==> config.mk <==
export PLATFORM = sky130hd
export DESIGN_NAME = mmcm_ps_responder_flat
export DESIGN_NICKNAME = d
export VERILOG_FILES = /design/src/rtl/mmcm_ps_responder_pkg.sv /design/src/rtl/mmcm_ps_responder_if.sv /design/src/rtl/mmcm_ps_responder.sv /design/src/flat_wrapper.sv
export SDC_FILE = /design/constraint.sdc
export NUM_CORES = 1
export LEC_CHECK = 0
export ABC_AREA = 1
export BUFFER_PORTS_ARGS = -buffer_cell sky130_fd_sc_hd__buf_4
export CAP_MARGIN = 10
export CORE_MARGIN = 1
export CORE_UTILIZATION = 40
export CTS_CLUSTER_SIZE = 10
export DETAILED_ROUTE_END_ITERATION = 8
export SLEW_MARGIN = 40
export SYNTH_ARGS = -nofsm -noshare
export SYNTH_HDL_FRONTEND = slang
export SYNTH_SLANG_ARGS = --single-unit
==> constraint.sdc <==
create_clock -name clk -period 4 [get_ports clk]
set_input_delay 0.4 -clock clk [delete_from_list [all_inputs] [get_ports clk]]
set_output_delay 0.4 -clock clk [all_outputs]
set_load 0.05 [all_outputs]
==> src/rtl/mmcm_ps_responder_pkg.sv <==
// Shared constants and state encoding for the MMCM phase-shift responder.
package mmcm_ps_responder_pkg;

    localparam int unsigned PS_STEPS_PER_VCO        = 56;
    localparam int unsigned PS_DONE_LATENCY_DEFAULT = 12;
    localparam int unsigned PS_CNT_W                = 8;

    typedef enum logic [1:0] {
        PSR_IDLE,
        PSR_BUSY,
        PSR_DONE
    } ps_resp_state_t;

endpackage

==> src/rtl/mmcm_ps_responder_if.sv <==
// PSEN/PSINCDEC/PSDONE handshake between a phase-shift initiator and the MMCM (or its stand-in).
interface mmcm_ps_responder_if;

    logic ps_en;
    logic ps_incdec;
    logic ps_done;
    logic ps_busy;

    modport master (
        output ps_en,
        output ps_incdec,
        input  ps_done,
        input  ps_busy
    );

    modport slave (
        input  ps_en,
        input  ps_incdec,
        output ps_done,
        output ps_busy
    );

endinterface

==> src/rtl/mmcm_ps_responder.sv <==
// Behavioural MMCM stand-in for the dynamic phase-shift port: fixed-latency PSDONE,
// phase position tracked modulo one output period, sticky overlap error.
module mmcm_ps_responder
    import mmcm_ps_responder_pkg::*;
#(
    parameter int unsigned DONE_LATENCY = PS_DONE_LATENCY_DEFAULT,
    parameter int unsigned PERIOD_STEPS = PS_STEPS_PER_VCO * 21,
    parameter int unsigned POS_W        = 11
) (
    input  logic                 clk,
    input  logic                 rst_n,
    mmcm_ps_responder_if.slave   ps,
    input  logic                 err_clr_i,
    output logic [POS_W-1:0]     phase_pos_o,
    output logic                 wrap_o,
    output logic                 err_overlap_o,
    output logic [15:0]          shift_count_o
);

    localparam logic [PS_CNT_W-1:0] CntLoad = PS_CNT_W'(DONE_LATENCY - 1);
    localparam logic [POS_W:0]      PosMax  = (POS_W + 1)'(PERIOD_STEPS - 1);

    ps_resp_state_t      state_q, state_d;
    logic [PS_CNT_W-1:0] cnt_q, cnt_d;
    logic                dir_q, dir_d;
    logic [POS_W-1:0]    pos_q, pos_d;
    logic                wrap_q, wrap_d;
    logic                err_q, err_d;
    logic [15:0]         count_q, count_d;

    logic [POS_W:0]      pos_inc, pos_dec;

    always_comb begin
        state_d = state_q;
        cnt_d   = cnt_q;
        dir_d   = dir_q;
        pos_d   = pos_q;
        wrap_d  = 1'b0;
        err_d   = err_q;
        count_d = count_q;

        // One guard bit so both wrap directions are detected explicitly.
        pos_inc = {1'b0, pos_q} + 1'b1;
        pos_dec = {1'b0, pos_q} - 1'b1;

        // Overlap set takes priority over a coincident clear.
        if (err_clr_i) begin
            err_d = 1'b0;
        end
        if (ps.ps_en && (state_q != PSR_IDLE)) begin
            err_d = 1'b1;
        end

        case (state_q)
            PSR_IDLE: begin
                if (ps.ps_en) begin
                    dir_d   = ps.ps_incdec;
                    cnt_d   = CntLoad;
                    state_d = PSR_BUSY;
                end
            end
            PSR_BUSY: begin
                cnt_d = cnt_q - 1'b1;
                if (cnt_q == PS_CNT_W'(1)) begin
                    state_d = PSR_DONE;
                    count_d = count_q + 16'd1;
                    if (dir_q) begin
                        if (pos_inc > PosMax) begin
                            pos_d  = '0;
                            wrap_d = 1'b1;
                        end else begin
                            pos_d = pos_inc[POS_W-1:0];
                        end
                    end else begin
                        if (pos_dec[POS_W]) begin
                            pos_d  = PosMax[POS_W-1:0];
                            wrap_d = 1'b1;
                        end else begin
                            pos_d = pos_dec[POS_W-1:0];
                        end
                    end
                end
            end
            PSR_DONE: begin
                state_d = PSR_IDLE;
            end
            default: begin
                state_d = PSR_IDLE;
            end
        endcase
    end

    always_ff @(posedge clk or negedge rst_n) begin
        if (!rst_n) begin
            state_q <= PSR_IDLE;
            cnt_q   <= '0;
            dir_q   <= 1'b0;
            pos_q   <= '0;
            wrap_q  <= 1'b0;
            err_q   <= 1'b0;
            count_q <= '0;
        end else begin
            state_q <= state_d;
            cnt_q   <= cnt_d;
            dir_q   <= dir_d;
            pos_q   <= pos_d;
            wrap_q  <= wrap_d;
            err_q   <= err_d;
            count_q <= count_d;
        end
    end

    assign ps.ps_done    = (state_q == PSR_DONE);
    assign ps.ps_busy    = (state_q != PSR_IDLE);
    assign phase_pos_o   = pos_q;
    assign wrap_o        = wrap_q;
    assign err_overlap_o = err_q;
    assign shift_count_o = count_q;

endmodule

==> src/flat_wrapper.sv <==
// flat-port wrapper written by rule: the top's interface ports become plain ports
module mmcm_ps_responder_flat import mmcm_ps_responder_pkg::*;
#(
    parameter int unsigned DONE_LATENCY = PS_DONE_LATENCY_DEFAULT,
    parameter int unsigned PERIOD_STEPS = PS_STEPS_PER_VCO * 21,
    parameter int unsigned POS_W        = 11
)
  (clk, rst_n, err_clr_i, phase_pos_o, wrap_o, err_overlap_o, shift_count_o, ps_ps_en, ps_ps_incdec, ps_ps_done, ps_ps_busy);
  mmcm_ps_responder_if ps_i ();
  input  logic clk;
  input  logic rst_n;
  input  logic err_clr_i;
  output logic [POS_W-1:0] phase_pos_o;
  output logic wrap_o;
  output logic err_overlap_o;
  output logic [15:0] shift_count_o;
  input wire logic [$bits(ps_i.ps_en)-1:0] ps_ps_en;
  input wire logic [$bits(ps_i.ps_incdec)-1:0] ps_ps_incdec;
  output wire logic [$bits(ps_i.ps_done)-1:0] ps_ps_done;
  output wire logic [$bits(ps_i.ps_busy)-1:0] ps_ps_busy;
  assign ps_i.ps_en = ps_ps_en;
  assign ps_i.ps_incdec = ps_ps_incdec;
  assign ps_ps_done = ps_i.ps_done;
  assign ps_ps_busy = ps_i.ps_busy;
  mmcm_ps_responder #(.DONE_LATENCY(DONE_LATENCY), .PERIOD_STEPS(PERIOD_STEPS), .POS_W(POS_W)) u_core (.clk(clk), .rst_n(rst_n), .ps(ps_i), .err_clr_i(err_clr_i), .phase_pos_o(phase_pos_o), .wrap_o(wrap_o), .err_overlap_o(err_overlap_o), .shift_count_o(shift_count_o));
endmodule
* Word level (Yosys, flattened, before mapping)
Index checks and enable logic that the tools add are counted.
Word-level totals: register bits 40
Cells by class: equality and inequality tests 5, $lt $le $gt $ge 1, add/subtract/negate cells 4, muxes and demuxes 15, reductions and logical operators 9
Operators by type and width (count):
- 11-bit 2-to-1 mux | 3
- 16-bit by 1-bit adder with 16-bit output, second input constant | 1
- 8-bit case mux with 2 select lines | 1
- 11-bit by 1-bit adder with 12-bit output, second input constant | 1
- 12-bit by 11-bit > comparator with 1-bit output, second input constant | 1
- 11-bit by 1-bit subtractor with 12-bit output, second input constant | 1
- 8-bit by 1-bit equality test with 1-bit output, second input constant | 1
- 8-bit 2-to-1 mux | 1
- 2-bit AND reduction | 4
- 8-bit by 1-bit subtractor with 8-bit output, second input constant | 1
- 1-bit 2-to-1 mux | 7
- 2-bit nonzero test | 3
- 2-bit 2-to-1 mux | 2
- 2-bit case mux with 2 select lines | 1
- 2-bit by 1-bit equality test with 1-bit output, second input constant | 1
- 2-bit equality test, second input constant | 1
- 2-bit logical NOT | 1
- 2-bit by 1-bit inequality test with 1-bit output, second input constant | 1
- 2-bit inequality test, second input constant | 1
- 1-bit logical AND | 1

* Longest topological paths before layout
Gate-level depths: netlist of the first run.
word-level depth 6, depth in mapped cells 13

* Worst setup path before layout of the first run
No wires, ideal clock.
path type reg-to-reg, from register u_core.pos_q[0] (netlist: u_core.phase_pos_o[0]), to register u_core.pos_q[2] (netlist: u_core.phase_pos_o[2]), cell stages (with the launch flop) 12, data arrival time 2.008 ns, setup slack 1.868 ns, path buffers 0, data required time 3.877 ns, library setup time 0.123 ns, clock period less this slack 2.132 ns, cells stage by stage dfrtp_1 ha_1 nand2_1 nor2_1 nand2_2 nor3_2 xor2_1 nand2_2 nand2_4 nand2_4 nand2_4 o21ai_2
On the way: cells in the longest elaborated chain, start to end 4
Ends and longest elaborated chain:
- start, declared | line mmcm_ps_responder.sv:26 | logic [POS_W-1:0] pos_q, pos_d;
- start signal, assigned | line mmcm_ps_responder.sv:106 | pos_q <= pos_d;
- 11-bit by 1-bit adder with 12-bit output | line mmcm_ps_responder.sv:43 | pos_inc = {1'b0, pos_q} + 1'b1;
- 12-bit by 11-bit > comparator with 1-bit output | line mmcm_ps_responder.sv:68 | if (pos_inc > PosMax) begin
- 11-bit 2-to-1 mux | line mmcm_ps_responder.sv:68
- 11-bit 2-to-1 mux * | line mmcm_ps_responder.sv:67 | if (dir_q) begin
Every way passes the cells marked *; elsewhere a longest branch is shown, timed or not. A chain may end at the register's enable or synchronous reset.

* Final worst setup path of the first run
from register u_core.pos_q[2] (netlist: u_core.phase_pos_o[2]), to register u_core.pos_q[9] (netlist: u_core.phase_pos_o[9])
Same word-level chain as after synthesis.

==> results of run 1 <==
==> registers in the layout, summed over array words and instances (netlist names) <==
signal,cells
u_core.shift_count_o,16
u_core.wrap_o,1
u_core.phase_pos_o,11
u_core.err_overlap_o,1
u_core.state_q,2
u_core.dir_q,1
u_core.cnt_q,8
==> layout by cell type, fill, tap and decap left out <==
master,synthesis,routed
nand2_1,63,63
nor2_1,42,42
dfrtp_1,40,40
inv_1,39,39
buf_4,2,36
nand3_1,17,17
xor2_1,16,16
a21oi_1,15,15
o21ai_0,14,14
nand4_1,13,13
xnor2_1,6,6
ha_1,5,5
clkbuf_8,0,5
inv_2,3,3
nand2_2,3,3
nor2_2,3,3
nor3_2,3,3
nand2_4,3,3
nand3b_1,3,3
o21ai_2,2,2
nor3_1,2,2
nand3_2,2,2
o22ai_1,2,2
o21bai_1,1,1
a21oi_2,1,1
nor4_1,1,1
nor3b_2,1,1
a22oi_1,1,1
nor4_2,1,1
o21ai_1,1,1
clkinv_2,0,1
clkinvlp_4,0,1
==> Yosys cell counts <==
library cell / number / area share
nand3b_1: 3 / 0.0093
a21oi_1: 15 / 0.031
xnor2_1: 6 / 0.022
o22ai_1: 2 / 0.0052
nand3_1: 17 / 0.035
nor3_2: 3 / 0.012
o21ai_2: 2 / 0.0072
nor4_2: 1 / 0.0052
o21bai_1: 1 / 0.0031
clkbuf_2: 1 / 0.0021
nand2_4: 3 / 0.014
ha_1: 5 / 0.026
buf_6: 2 / 0.0093
nor3_1: 2 / 0.0041
nor4_1: 1 / 0.0026
nand2_1: 63 / 0.098
o21ai_0: 14 / 0.029
nand2_2: 3 / 0.0078
buf_4: 2 / 0.0062
xor2_1: 16 / 0.058
dfrtp_1: 40 / 0.41
nor2_2: 3 / 0.0078
nor3b_2: 1 / 0.0052
o21ai_1: 1 / 0.0021
a22oi_1: 1 / 0.0031
nor2_1: 42 / 0.065
buf_2: 3 / 0.0062
nand3_2: 2 / 0.0083
inv_2: 3 / 0.0047
nand4_1: 13 / 0.034
a21oi_2: 1 / 0.0036
inv_1: 39 / 0.060
==> cell type report <==
cell class / count / area, µm²
clock buffer: 5 / 68.8
clock inverter: 2 / 12.5
fill: 561 / 2870
inverter: 42 / 158
multi-input combinational: 221 / 1200
sequential: 40 / 1000
tap: 72 / 90.1
timing repair buffer: 36 / 270
==> per-stage QoR <==
| stage | utilization | worst slack (ns) | hold WS, ns | cells |
|---|---|---|---|---|
| 2_1_floorplan | - | 1.87 | 0.104 | 311 |
| 3_3_place_gp | 0.480 | 1.90 | 0.414 | 411 |
| 4_1_cts | 0.494 | 1.96 | 0.0911 | 418 |
| 3_5_place_dp | 0.480 | 1.98 | 0.415 | 411 |
| 6_report | 0.494 | 1.95 | 0.0881 | 418 |
| 5_1_grt | 0.494 | 1.71 | 0.115 | 418 |
==> logic make-up after synthesis <==
group                    synth area share
XOR/XNOR                           0.0796
buffers and inverters              0.0889
AO/OA/AOI/OAI                      0.0842
flip-flops                          0.413
AND/OR/NAND/NOR                     0.308
adder cells (fa/ha/maj)            0.0258
==> power by group <==
| part | internal [mW] | switching (mW) |
|---|---|---|
| sequential | 0.405 | 0.00254 |
| clock | 0.118 | 0.136 |
| combinational | 0.00491 | 0.0148 |
==> path summary, 6_finish.rpt <==
kind | from | endpoint | slack (ns)
max in group asynchronous | rst_n | u_core.state_q[1] | 3.56
hold reg to reg | u_core.shift_count_o[15] | u_core.shift_count_o[15] | 0.48
min in group clk | err_clr_i | u_core.err_overlap_o | 0.30
setup / recovery | u_core.phase_pos_o[2] | u_core.phase_pos_o[9] | 1.95
setup reg to reg | u_core.phase_pos_o[2] | u_core.phase_pos_o[9] | 1.95
hold / removal | rst_n | u_core.shift_count_o[1] | 0.09
==> layer usage <==
layer	wire [µm]	up-vias
met5	0	-
met4	53	0
met3	243	4
met2	2460	51
met1	2620	944
li1	-	1059
==> run_results.csv, run 1 <==
group,metric,value,unit
outcome,status,"complete, no violations",
layout,synthToLayoutAreaGrowth,15.9,%
power_and_ir_drop,p_per_area,243,nW/µm²
clock_network,clk_pin_slew,0.07,ns
sta,worstMarginPinSlew,0.517,ns
clock_network,clock_latency,0.28,ns
setup_path,cp_top_family,"simple AND/OR/NAND/NOR gates",
placement,placed_area,2720,µm²
global_route,gr-total-overflow,0,
sta,max_freq,0.488,GHz
setup_path,worst_ep_arrival_time,2.22,ns
sta,slew_violations,0,
clock_network,cts_max_level,2,
layout,antenna-diode-count,0,
sta,report.final.setup_viol,0,
clock_network,cts-resized-gates,0,
setup_path,end_kind,"register",
sta,post-route-period-util,0.513,
setup_path,cp.required,4.17,ns
floorplan,die_y,79.8,µm
floorplan,dieArea,6370,µm²
setup_path,cp_slowest_cell,"dfrtp_1",
worst_hold_path,min_path_type,"in -> async",
setup_path,path_depth,10,
setup_path,start_kind,"register",
synthesis,synthDistinctLibCells,32,
sta,rsz0062_at_grt,"false",
synthesis,synth-seq-area-share,0.413,
sta,slew_headroom,0.656,
clock_network,postCtsHoldBufs,0,
floorplan,core_area,5680,µm²
global_route,grt_usage,0.191,
sta,tns,0,ns
clock_network,cts_buffer_depth,2,
route,post-route-drc-count,0,
floorplan,die_width,79.8,µm
placement,hpwlAfterDp,3.97,mm
setup_path,critPathKind,"reg -> reg",
route,via_per_inst,4.92,
route,wl,5.38,mm
placement,portBuffers,35,
clock_network,cts-root-buf,"clkbuf_8",
route,wl_per_cell,12.9,µm
synthesis,synth_nets,321,
floorplan,pin_count,36,
flow_run,cap_violations,0,
route,drtIter0Drc,206,
synthesis,avgSynthCellArea,7.78,µm²
sta,hold_viol,0,
layout,stdcell_area,2810,µm²
route,drt-pass1-iter-count,4,
floorplan,start_util,0.427,
global_route,grt_pass1_vias,1963,
sta,period_needed,2.05,ns
route,drt.antenna.violating_nets,0,
synthesis,ys_seq_elements,40,
synthesis,synth_area,2420,µm²
setup_path,critical_path.cell_chain,"inv_1 -> nand2_1 -> nor2_1 -> nand3b_1 -> nor2_2 -> nand3b_1 -> nand2_1 -> inv_2 -> a21oi_1 -> a21oi_1",
placement,globalplace.congestion,0.837,
global_route,antenna_found_initial,0,
global_route,grt_use_met1,0.262,
clock_network,cts.sinks,40,
setup_path,slowest_delay,0.56,ns
global_route,grt_first_pass_wirelength,9.33,mm
synthesis,syn_inst,311,
layout,drive_above_1_share,0.188,
setup_path,crit_fanout,13,
synthesis,ys_warn_count,0,
global_route,gr-usage-met2,0.303,
power_and_ir_drop,fin_total_pwr,0.682,mW
power_and_ir_drop,power.leakage,1.39,nW
route,vias,2058,
power_and_ir_drop,ir_drop,0.188,mV
floorplan,rows,27,
sta,fin_skew,0.00417,ns
clock_network,cts_made_buffers,5,
global_route,grt_max_degree,41,
global_route,top_usage_layer,"met2",
layout,nets,356,
setup_path,path_buf_inv,2,
setup_path,reg2reg_depth,10,
clock_network,post_cts_buffers,0,
global_route,grt_util_met3,0.0366,
clock_network,cts_tree,"built",
Power figures use the tool's default switching activity.
==> run 2: changes to the inputs <==
--- a/config.mk
+++ b/config.mk
@@ -5,7 +5,7 @@
 export SDC_FILE = /design/constraint.sdc
 export NUM_CORES = 1
 export LEC_CHECK = 0
-export ABC_AREA = 1
+export ABC_AREA = 0
 export BUFFER_PORTS_ARGS = -buffer_cell sky130_fd_sc_hd__buf_4
 export CAP_MARGIN = 10
 export CORE_MARGIN = 1
==> constraint.sdc (replaced) <==
create_clock -name clk -period 1.65 [get_ports clk]
set_input_delay 0.165 -clock clk [delete_from_list [all_inputs] [get_ports clk]]
set_output_delay 0.165 -clock clk [all_outputs]
set_load 0.05 [all_outputs]
==> run 2 against run 1 <==
Compared with the run above:
- the run now ends with setup timing left
- non-clock buffer count up 77
- utilization up 13 points
- total power rose to 8.7 times the previous value
- final cell count up 8.9%
- critical path depth down 2
- register-to-register slack worse by 2.4 ns
- critical endpoint is now u_core.phase_pos_o[10]
- largest cell class unchanged
- largest power group is now combinational logic
- highest routed layer unchanged
==> run_results.csv, run 2 <==
group,metric,value,unit
sta,report.final.setup_viol,13,
worst_hold_path,whs_endpoint,"u_core.dir_q",
sta,hold_viol,0,
synthesis,yosysMostFrequentCell,"dfrtp_1",
setup_path,worst_ep_arrival_time,2.31,ns
synthesis,ys_seq_elements,40,
route,drt-pass1-iter-count,4,
outcome,violations,"setup timing",
floorplan,core_area,5920,µm²
synthesis,synthDistinctLibCells,58,
setup_path,rrSetupSlack,-0.47,ns
floorplan,dieArea,6440,µm²
floorplan,pin_count,36,
synthesis,synth_area,2450,µm²
global_route,grt_max_degree,41,
setup_path,critPathKind,"reg -> reg",
placement,portBuffers,35,
power_and_ir_drop,p_seq_frac,0.270,
sta,worstMarginPinSlew,0.602,ns
setup_path,r2r-end,"u_core.phase_pos_o[10]",
layout,drive_above_1_share,0.463,
clock_network,clock_latency,0.30,ns
synthesis,synth_common_cells,"40 x dfrtp_1, 24 x nand2_1, 17 x inv_1, 17 x nand3_1, 17 x nor2_1",
setup_path,cp.required,1.84,ns
outcome,status,"finished with violations",
setup_path,crit_fanout,6,
synthesis,synth_edf_count,0,
worst_hold_path,min_path_type,"in -> reg",
setup_path,start_kind,"register",
route,post-route-drc-count,0,
power_and_ir_drop,swShare,0.447,
setup_path,end_kind,"register",
clock_network,cts_tree,"built",
worst_hold_path,min_from,"ps_ps_incdec",
power_and_ir_drop,p_int,3.28,mW
power_and_ir_drop,p_per_area,1610,nW/µm²
sta,fin_ws,-0.467,ns
floorplan,rows,28,
sta,period_needed,2.12,ns
floorplan,die_y,80.3,µm
sta,max_freq,0.472,GHz
power_and_ir_drop,ir_drop,0.893,mV
global_route,grt_usage,0.222,
floorplan,die_width,80.3,µm
worst_hold_path,holdPathStages,2,
setup_path,reg2reg_depth,8,
route,wl_per_cell,15.3,µm
route,drt.antenna.violating_nets,0,
synthesis,avgSynthCellArea,8.97,µm²
route,vias,2470,
sta,slew_violations,0,
power_and_ir_drop,pwr-share-comb,0.591,
route,wl,6.98,mm
clock_network,cts-root-buf,"clkbuf_8",
placement,place_ws,-0.460,ns
clock_network,cts.sinks,40,
global_route,antenna_found_initial,0,
flow_run,cap_violations,0,
clock_network,cts_max_level,2,
synthesis,synth_top_area_frac,0.409,
sta,post-route-period-util,1.28,
clock_network,cts_made_buffers,5,
power_and_ir_drop,p_clk_frac,0.139,
synthesis,synthFlopType,"dfrtp_1",
layout,final_util,0.622,
synthesis,synth-seq-area-share,0.409,
synthesis,syn_inst,273,
floorplan,start_util,0.414,
route,drtIter0Drc,97,
global_route,gr-total-overflow,0,
placement,hpwlAfterDp,4.88,mm
global_route,grt_first_pass_wirelength,10.9,mm
layout,synthToLayoutAreaGrowth,50.3,%
synthesis,ys_warn_count,0,
synthesis,async_reset_ff_frac,1.00,
layout,largest_reg_flops,16,
clock_network,clk_pin_slew,0.09,ns
layout,fin_cells,455,
placement,globalplace.congestion,0.950,
layout,layout_common_cells,"111 x buf_4, 30 x dfrtp_1, 21 x nand2_1",
setup_path,timing.rr.start,"u_core.phase_pos_o[1]",
layout,final_common_cell,"buf_4",
route,via_per_inst,5.43,
power_and_ir_drop,power.leakage,1.66,nW
synthesis,yosys.area.top_type,"dfrtp_1",
global_route,grt_pass1_vias,2283,
sta,rsz0062_at_grt,"true",
clock_network,cts_buffer_depth,2,
layout,nets,389,
synthesis,synth_nets,283,
placement,dp_cells,440,
power_and_ir_drop,netSwitchingPower,2.65,mW
sta,fin_skew,0.00687,ns
synthesis,ys_top_cells_by_area,"dfrtp_1 41%, xnor2_1 5.4%, nand2_1 3.7%",
sta,slew_headroom,0.599,
layout,antenna-diode-count,0,
run 2: changes by cell type in the layout (fill, tap and decap cells not counted), sizes merged, moves of 4 or more:
cell,previous run,this run
inv,42,17
nand4,13,8
nor3,5,14
nand2,69,25
a22o,0,4
xor2,16,2
and3,0,4
buf,36,112
xnor2,6,15
a31oi,0,4
nor2,45,18
run 2: cell type report:
type / count / area, µm²
flip-flops and latches: 40 / 1020
repair buffers: 113 / 855
multi-input cells: 202 / 1540
clock buffers: 5 / 68.8
fillers: 522 / 2240
clock inverters: 3 / 42.5
inverters: 17 / 68.8
well taps: 75 / 93.8
run 2: through the flow:
step / TNS (ns) / hold slack [ns] / cell area [µm²] / power (mW)
2_1_floorplan: -5.00 / -0.131 / 2530 / 3.43
3_3_place_gp: -4.48 / 0.187 / 3350 / 4.70
3_5_place_dp: -4.79 / 0.190 / 3350 / 4.72
4_1_cts: -4.80 / 0.107 / 3540 / 5.68
5_1_grt: -5.95 / 0.112 / 3680 / 6.29
6_report: -4.76 / 0.105 / 3680 / 5.92
run 2: cells by family after synthesis:
family                   count (synthesis)  share of synthesized area
multiplexers                             3                     0.0133
AO/OA/AOI/OAI                           66                      0.187
flip-flops                              40                      0.409
XOR/XNOR                                17                     0.0608
buffers and inverters                   31                     0.0536
AND/OR/NAND/NOR                        111                      0.251
adder cells (fa/ha/maj)                  5                     0.0255
run 2: power groups by stage:
stage	clock network (mW)	logic (mW)	registers (mW)
final	0.823	3.50	1.60
after global routing	0.887	3.76	1.64
after CTS	0.838	3.27	1.57
after detailed placement	0	3.14	1.58
after global placement	0	3.11	1.58
after floorplan	0	1.52	1.91
run 2: metal layers:
layer | GRT usage | part of all wire | routed length, µm | vias up
li1 | - | - | - | 1207
met1 | 0.289 | 0.46 | 3180 | 1179
met2 | 0.368 | 0.48 | 3350 | 68
met3 | 0.0352 | 0.040 | 279 | 16
met4 | 0.0804 | 0.025 | 172 | 0
met5 | 0 | 0 | 0 | -
run 2: worst max-delay path by stage:
| stage | slack [ns] | endpoint | from | cells after the start |
|---|---|---|---|---|
| floorplan | -0.50 | u_core.phase_pos_o[4] | u_core.phase_pos_o[1] | 8 |
| global placement | -0.42 | u_core.phase_pos_o[4] | u_core.phase_pos_o[1] | 8 |
| detailed placement | -0.46 | u_core.phase_pos_o[6] | u_core.phase_pos_o[1] | 8 |
| CTS | -0.44 | u_core.phase_pos_o[3] | u_core.phase_pos_o[1] | 8 |
| global route | -0.53 | u_core.phase_pos_o[6] | u_core.phase_pos_o[6] | 7 |
| finish | -0.47 | u_core.phase_pos_o[10] | u_core.phase_pos_o[1] | 8 |
run 2: repair_timing:
| item | 4_1_cts | 5_1_grt |
|---|---|---|
| endpoints found under the setup margin | 20 | 21 |
| gates resized for setup | 9 | 26 |
| hold endpoints to repair | 40 | 0 |
| hold buffers | 1 | 0 |
| buffers inserted | 4 | 3 |
| pin swaps | 9 | 16 |
run 2: critical path, cell delays in order, from the launching register on:
cell	delay, ns
dfrtp_4	0.51
ha_4	0.18
or3b_1	0.35
nand4_1	0.07
or3b_4	0.39
nand3_4	0.14
buf_6	0.13
o22ai_2	0.05
a22o_1	0.19
